==> config.mk <==
export PLATFORM = sky130hd
export DESIGN_NAME = store_write_buffer
export DESIGN_NICKNAME = d
export VERILOG_FILES = /design/src/rtl/store_write_buffer.sv
export SDC_FILE = /design/constraint.sdc
export NUM_CORES = 1
export LEC_CHECK = 0
export CORE_ASPECT_RATIO = 0.8
export CORE_MARGIN = 2
export CORE_UTILIZATION = 35
export CTS_BUF_LIST = sky130_fd_sc_hd__clkbuf_16
export DETAILED_ROUTE_END_ITERATION = 10
export HOLD_SLACK_MARGIN = 0.02
export PLACE_DENSITY = 0.5
export RECOVER_POWER = 25
export SLEW_MARGIN = 10
export SYNTH_ARGS = -nofsm -noshare
export SYNTH_HDL_FRONTEND = slang
export SYNTH_SLANG_ARGS = --single-unit
==> constraint.sdc <==
create_clock -name i_clk -period 6.4 [get_ports i_clk]
set_input_delay 0.64 -clock i_clk [delete_from_list [all_inputs] [get_ports i_clk]]
set_output_delay 0.64 -clock i_clk [all_outputs]
set_load 0.02 [all_outputs]
==> src/rtl/store_write_buffer.sv <==
// Post-commit store write buffer: FIFO of retired stores drained in order to the D$
// over a req/ack handshake, with same-cycle byte-merged forwarding to loads.
module store_write_buffer #(
  parameter int WB_DEPTH = 4,
  parameter int ADDR_W   = 16,
  parameter int DATA_W   = 32
) (
  input  logic                        i_clk,
  input  logic                        i_rst,
  input  logic                        i_write_en,
  input  logic [ADDR_W-1:0]           i_write_addr,
  input  logic [DATA_W-1:0]           i_write_data,
  input  logic [1:0]                  i_write_size,
  output logic                        o_wb_full,
  output logic                        o_wb_empty,
  output logic [$clog2(WB_DEPTH):0]   o_wb_count,
  output logic                        o_overflow_err,
  output logic                        o_dc_req,
  output logic [ADDR_W-1:0]           o_dc_addr,
  output logic [DATA_W-1:0]           o_dc_data,
  output logic [1:0]                  o_dc_size,
  input  logic                        i_dc_ack,
  input  logic                        i_ld_lookup,
  input  logic [ADDR_W-1:0]           i_ld_addr,
  input  logic [1:0]                  i_ld_size,
  output logic                        o_fwd_hit,
  output logic                        o_fwd_partial,
  output logic [DATA_W-1:0]           o_fwd_data
);

  localparam int PTR_W = $clog2(WB_DEPTH);
  localparam int CNT_W = PTR_W + 1;

  typedef enum logic {S_IDLE, S_REQ} state_t;

  // Byte lanes touched by an access; size 3 behaves as a word.
  function automatic logic [3:0] byte_mask(input logic [1:0] size, input logic [1:0] ofs);
    case (size)
      2'd0:    byte_mask = 4'b0001 << ofs;
      2'd1:    byte_mask = ofs[1] ? 4'b1100 : 4'b0011;
      default: byte_mask = 4'b1111;
    endcase
  endfunction

  function automatic logic [DATA_W-1:0] size_mask(input logic [1:0] size);
    case (size)
      2'd0:    size_mask = 32'h0000_00FF;
      2'd1:    size_mask = 32'h0000_FFFF;
      default: size_mask = 32'hFFFF_FFFF;
    endcase
  endfunction

  logic [ADDR_W-1:0] r_addr [WB_DEPTH];
  logic [DATA_W-1:0] r_data [WB_DEPTH];
  logic [1:0]        r_size [WB_DEPTH];
  logic [WB_DEPTH-1:0] r_valid;

  logic [PTR_W-1:0] r_head;
  logic [PTR_W-1:0] r_tail;
  logic [CNT_W-1:0] r_count;
  logic             r_overflow;
  logic             r_dc_req;
  state_t           r_state;

  logic             w_full;
  logic             w_push;
  logic             w_pop;
  logic [CNT_W-1:0] w_count_next;

  assign w_full       = (r_count == CNT_W'(WB_DEPTH));
  assign w_push       = i_write_en & ~w_full;
  assign w_pop        = (r_state == S_REQ) & i_dc_ack;
  assign w_count_next = r_count + CNT_W'(w_push) - CNT_W'(w_pop);

  // NOTE: the payload array has no reset; entries are qualified by r_valid, so
  // only the valid bits and pointers need a defined reset value.
  always_ff @(posedge i_clk) begin
    if (w_push) begin
      r_addr[r_tail] <= i_write_addr;
      r_data[r_tail] <= i_write_data;
      r_size[r_tail] <= i_write_size;
    end
  end

  // NOTE: sequential state uses non-blocking assignments so every register
  // samples pre-edge values regardless of statement order.
  always_ff @(posedge i_clk or posedge i_rst) begin
    if (i_rst) begin
      r_valid    <= '0;
      r_head     <= '0;
      r_tail     <= '0;
      r_count    <= '0;
      r_overflow <= 1'b0;
      r_dc_req   <= 1'b0;
      r_state    <= S_IDLE;
    end else begin
      r_count <= w_count_next;
      if (i_write_en & w_full) r_overflow <= 1'b1;
      if (w_push) begin
        r_valid[r_tail] <= 1'b1;
        r_tail          <= r_tail + 1'b1;
      end
      if (w_pop) begin
        r_valid[r_head] <= 1'b0;
        r_head          <= r_head + 1'b1;
      end

      case (r_state)
        S_IDLE: begin
          if (r_count != '0) begin
            r_state  <= S_REQ;
            r_dc_req <= 1'b1;
          end
        end
        S_REQ: begin
          // A push landing in the same cycle as the last pop keeps the drain going.
          if (i_dc_ack && w_count_next == '0) begin
            r_state  <= S_IDLE;
            r_dc_req <= 1'b0;
          end
        end
        default: begin
          r_state  <= S_IDLE;
          r_dc_req <= 1'b0;
        end
      endcase
    end
  end

  assign o_wb_full      = w_full;
  assign o_wb_empty     = (r_count == '0);
  assign o_wb_count     = r_count;
  assign o_overflow_err = r_overflow;
  assign o_dc_req       = r_dc_req;
  assign o_dc_addr      = r_dc_req ? r_addr[r_head] : '0;
  assign o_dc_data      = r_dc_req ? r_data[r_head] : '0;
  assign o_dc_size      = r_dc_req ? r_size[r_head] : '0;

  logic [3:0]        w_mmask;
  logic [DATA_W-1:0] w_mlanes;
  logic [PTR_W-1:0]  w_idx;
  logic [3:0]        w_smask;
  logic [DATA_W-1:0] w_slanes;

  // Walk from head (oldest) to youngest so later stores overwrite earlier lanes.
  // NOTE: every variable written here gets a default first so no latch is inferred.
  always_comb begin
    w_mmask  = '0;
    w_mlanes = '0;
    w_idx    = '0;
    w_smask  = '0;
    w_slanes = '0;
    for (int k = 0; k < WB_DEPTH; k++) begin
      w_idx = r_head + PTR_W'(k);
      if (r_valid[w_idx] && r_addr[w_idx][ADDR_W-1:2] == i_ld_addr[ADDR_W-1:2]) begin
        w_smask  = byte_mask(r_size[w_idx], r_addr[w_idx][1:0]);
        w_slanes = r_data[w_idx] << {r_addr[w_idx][1:0], 3'b000};
        for (int b = 0; b < 4; b++) begin
          if (w_smask[b]) w_mlanes[8*b +: 8] = w_slanes[8*b +: 8];
        end
        w_mmask = w_mmask | w_smask;
      end
    end
  end

  logic [3:0] w_ld_mask;
  logic [3:0] w_cover;

  assign w_ld_mask     = byte_mask(i_ld_size, i_ld_addr[1:0]);
  assign w_cover       = w_mmask & w_ld_mask;
  assign o_fwd_hit     = i_ld_lookup & (w_cover == w_ld_mask);
  assign o_fwd_partial = i_ld_lookup & (w_cover != '0) & ~o_fwd_hit;
  assign o_fwd_data    = o_fwd_hit
                         ? ((w_mlanes >> {i_ld_addr[1:0], 3'b000}) & size_mask(i_ld_size))
                         : '0;

endmodule
==> results_dict.tcl <==
set metrics [dict create \
    start_kind "register" \
    finalSetupViolCount 0 \
    vdd_drop_max_mv 0.439 \
    start_util_pct 35.2 \
    die-area_sq_um 51500 \
    wire_per_inst_um 29.5 \
    p_sw_w 0.00570 \
    slowest_delay_ns 0.98 \
    vias_per_cell 6.29 \
    clk_pin_slew_ns 0.06 \
    critPathKind "register to output port" \
    grt_pass1_vias 12800 \
    synthAdderAreaFrac_pct 0.835 \
    post-route-period-util_pct 97.5 \
    fin_cells 2175 \
    multiInputGateArea_sq_um 10400 \
    p_total_w 0.0116 \
    htreeDepth 1 \
    worstPathRequired_ns 5.76 \
    synthMuxAreaShare_pct 31.8 \
    fin_crit_ns 6.24 \
    place_ws_ns 0.536 \
    cts_buffer_depth 3 \
    ys_ff_latch 214 \
    fin_skew_ns 0.0231 \
    clkPwrFrac_pct 11.4 \
    grt_max_degree 127 \
    rows 73 \
    slew_viol_final 0 \
    grt_first_pass_wirelength_um 92600 \
    mostFrequentLayoutCell "edfxtp_1" \
    grt_overflow 0 \
    synth-seq-area-share_pct 36.6 \
    yosys.area_share.simple_pct 12.2 \
    grt_usage_pct 24.6 \
    end_kind "output port" \
    yosys.area.top_type "edfxtp_1" \
    p_leak_nw 6.74 \
    synthCells 1400 \
    synth_top_family_by_area "multiplexers" \
    synthArstFlopShare_pct 6.54 \
    syn_avg_cell_area_sq_um 12.4 \
    cpMaxStageDelayCell "o32ai_1" \
    routed_wl_um 64300 \
    power_frac_seq_pct 18.8 \
    die_h_um 203 \
    synth-compound-area-share_pct 11.6 \
    grt_use_met2_pct 32.2 \
    final_cell_mix "edfxtp_1, mux4_2, clkdlybuf4s50_1" \
    max-slew-margin-rel_pct 23.3 \
    crit_chain "clkinv_1, ha_4, buf_12, mux2i_1, xnor2_1, or4_4, a211oi_4, and3_2, a2111oi_1, o32ai_1, mux2_2, nor2_1, clkdlybuf4s50_1" \
    synthTopCellsByArea "edfxtp_1, mux4_2, mux2i_1" \
    fmax_ghz 0.160 \
    drt_iter0_drc 1608 \
    synth_xor_area_share_pct 2.92 \
    layout_setup_ws_ns 0.162 \
    worstPathArrival_ns 5.60 \
    ios 164 \
    gp_congestion 0.906 \
    final_hold_viol_count 0 \
    pwr-share-comb_pct 69.8 \
    crit_family "compound AO/OA/AOI/OAI gates" \
    vias 13700 \
    placed_cells 2129 \
    dpl.hpwl_um 47600 \
    synth_top_area_share_pct 34.6 \
    final-seq-area_sq_um 6360 \
    clock_latency_ns 0.58 \
    p_per_area_nw_per_um2 568 \
    status "complete, no violations" \
    grt_use_met1_pct 41.8 \
    maxCapViolCount 0 \
    yosysWarnings 0 \
    worst-path-max-fanout 17 \
    cts_root_buf "clkbuf_16" \
    fp.dieW_um 253 \
    drive_above_1_share_pct 22.5 \
    diodes 0 \
    worst-path-buf-inv 3 \
    synth.net_count 1484 \
    intPower_w 0.00591 \
    cts_made_buffers 25 \
    grt.busiest_layer "met1" \
    synthDistinctLibCells 86 \
    fin_util_pct 41.5 \
    cts_tree "built" \
    core-area_sq_um 49300 \
    synth_flop_cell "edfxtp_1" \
    postCtsHoldBufs 0 \
    grt_use_met3_pct 4.44 \
    nets 1604 \
    cts.sinks 214 \
    whs_ns 0.439 \
    antenna_found_initial 1 \
    drcViolationCount 0 \
    max_slew.worst_pin.slew_ns 1.15 \
    antenna_left 0 \
    synth_edf_count 200 \
    io_buffers 163 \
    dr.pass1.iters 5 \
    fillers 4614 \
    synthesis.area_sq_um 17400 \
    hold_class "primary input to asynchronous set/reset pin" \
    syn_to_final_growth_pct 17.7 \
    switching_share_pct 49.1 \
]
-- path summary, 6_finish.rpt --
kind	start	depth (start not counted)	to	slack, ns
min in group i_clk	o_overflow_err$_DFFE_PP0P_	1	o_overflow_err$_DFFE_PP0P_	0.46
setup reg to reg	o_wb_count[2]$_DFF_PP0_	12	r_state$_DFF_PP0_	3.14
hold / removal	i_rst	2	r_tail[0]$_DFFE_PP0P_	0.44
setup / recovery	r_head[0]$_DFFE_PP0P_	13	o_fwd_data[17]	0.16
hold reg to reg	o_overflow_err$_DFFE_PP0P_	1	o_overflow_err$_DFFE_PP0P_	0.46
max in group asynchronous	i_rst	2	r_head[0]$_DFFE_PP0P_	5.52
-- Yosys cell counts (all sizes together), types with 4 or more instances --
cell     count
mux2i      115
a2bb2oi      6
nand2       86
a21oi       53
or4         10
nand2b      14
nor2b       27
xor2        14
a21o        12
edfxtp     200
nand4       19
nor4         8
a311o        8
or2         14
a221o       15
nor3        33
and2        50
mux2        33
o21a        10
nor3b       14
a311oi       8
a211oi      29
or3          5
clkbuf      40
mux4       178
dfrtp       14
buf         77
nor2        60
nand3       23
a2111oi     17
a22o         7
ha          10
a221oi       4
o32ai       10
o22a         7
inv         19
o2bb2ai      4
a22oi        5
xnor2       44
o21ai       42
o21bai       4
and3        16
-- worst register-to-register path, cell delays in order (launching register included) --
cell      delay (ns)
dfrtp_1         0.42
nor3b_1         0.19
nor2b_1         0.40
inv_1           0.09
ha_1            0.31
inv_1           0.06
ha_1            0.13
inv_1           0.05
fa_1            0.40
xnor2_1         0.15
xnor2_1         0.15
or4b_2          0.66
a21boi_0        0.15
-- layer usage --
metal / share of wire, % / vias up
li1: - / 5918
met1: 50 / 7037
met2: 39 / 667
met3: 9.2 / 57
met4: 1.7 / 0
met5: 0 / -
-- timing repair --
action / 4_1_cts / 5_1_grt
resized for setup: 1 / 16
pin swaps: 0 / 1
buffers inserted: 0 / 1
endpoints found under the setup margin: 8 / 32
-- registers in the layout, indices dropped and copies added (netlist names) --
| name | cells |
|---|---|
| o_wb_count | 3 |
| r_addr | 64 |
| r_data | 128 |
| o_overflow_err | 1 |
| r_head | 2 |
| r_state | 1 |
| o_dc_req | 1 |
| r_tail | 2 |
| r_size | 8 |
| r_valid | 4 |
-- kinds of logic after synthesis --
| kind of cell | count (synthesis) |
|---|---|
| multiplexers | 326 |
| buffers and inverters | 138 |
| AND/OR/NAND/NOR | 384 |
| AO/OA/AOI/OAI | 269 |
| flip-flops | 214 |
| XOR/XNOR | 58 |
| adder cells (fa/ha/maj) | 11 |
-- stage by stage --
step,TNS (ns),instance area [sq um]
after floorplan,0,17400
after global placement,0,19600
after detailed placement,0,19600
after CTS,0,20300
after global routing,-0.00377,20400
final,0,20400
-- power groups by stage --
| stage | registers [W] | clock network (W) | logic, W |
|---|---|---|---|
| after global placement | 0.00219 | 0 | 0.00798 |
| after floorplan | 0.00208 | 0 | 0.00541 |
| after global routing | 0.00223 | 0.00140 | 0.00856 |
| after CTS | 0.00218 | 0.00135 | 0.00796 |
| after detailed placement | 0.00220 | 0 | 0.00791 |
| final | 0.00218 | 0.00132 | 0.00811 |
-- area by class of cell --
cell class                      count  share of cell area [%]
Timing Repair Buffer              210                    10.1
Inverter                           21                   0.385
Multi-Input combinational cell   1048                    50.9
Tap cell                          637                    3.90
Sequential cell                   214                    31.1
Clock buffer                       25                    3.06
Clock inverter                     20                   0.563
Power figures use the tool's default switching activity.
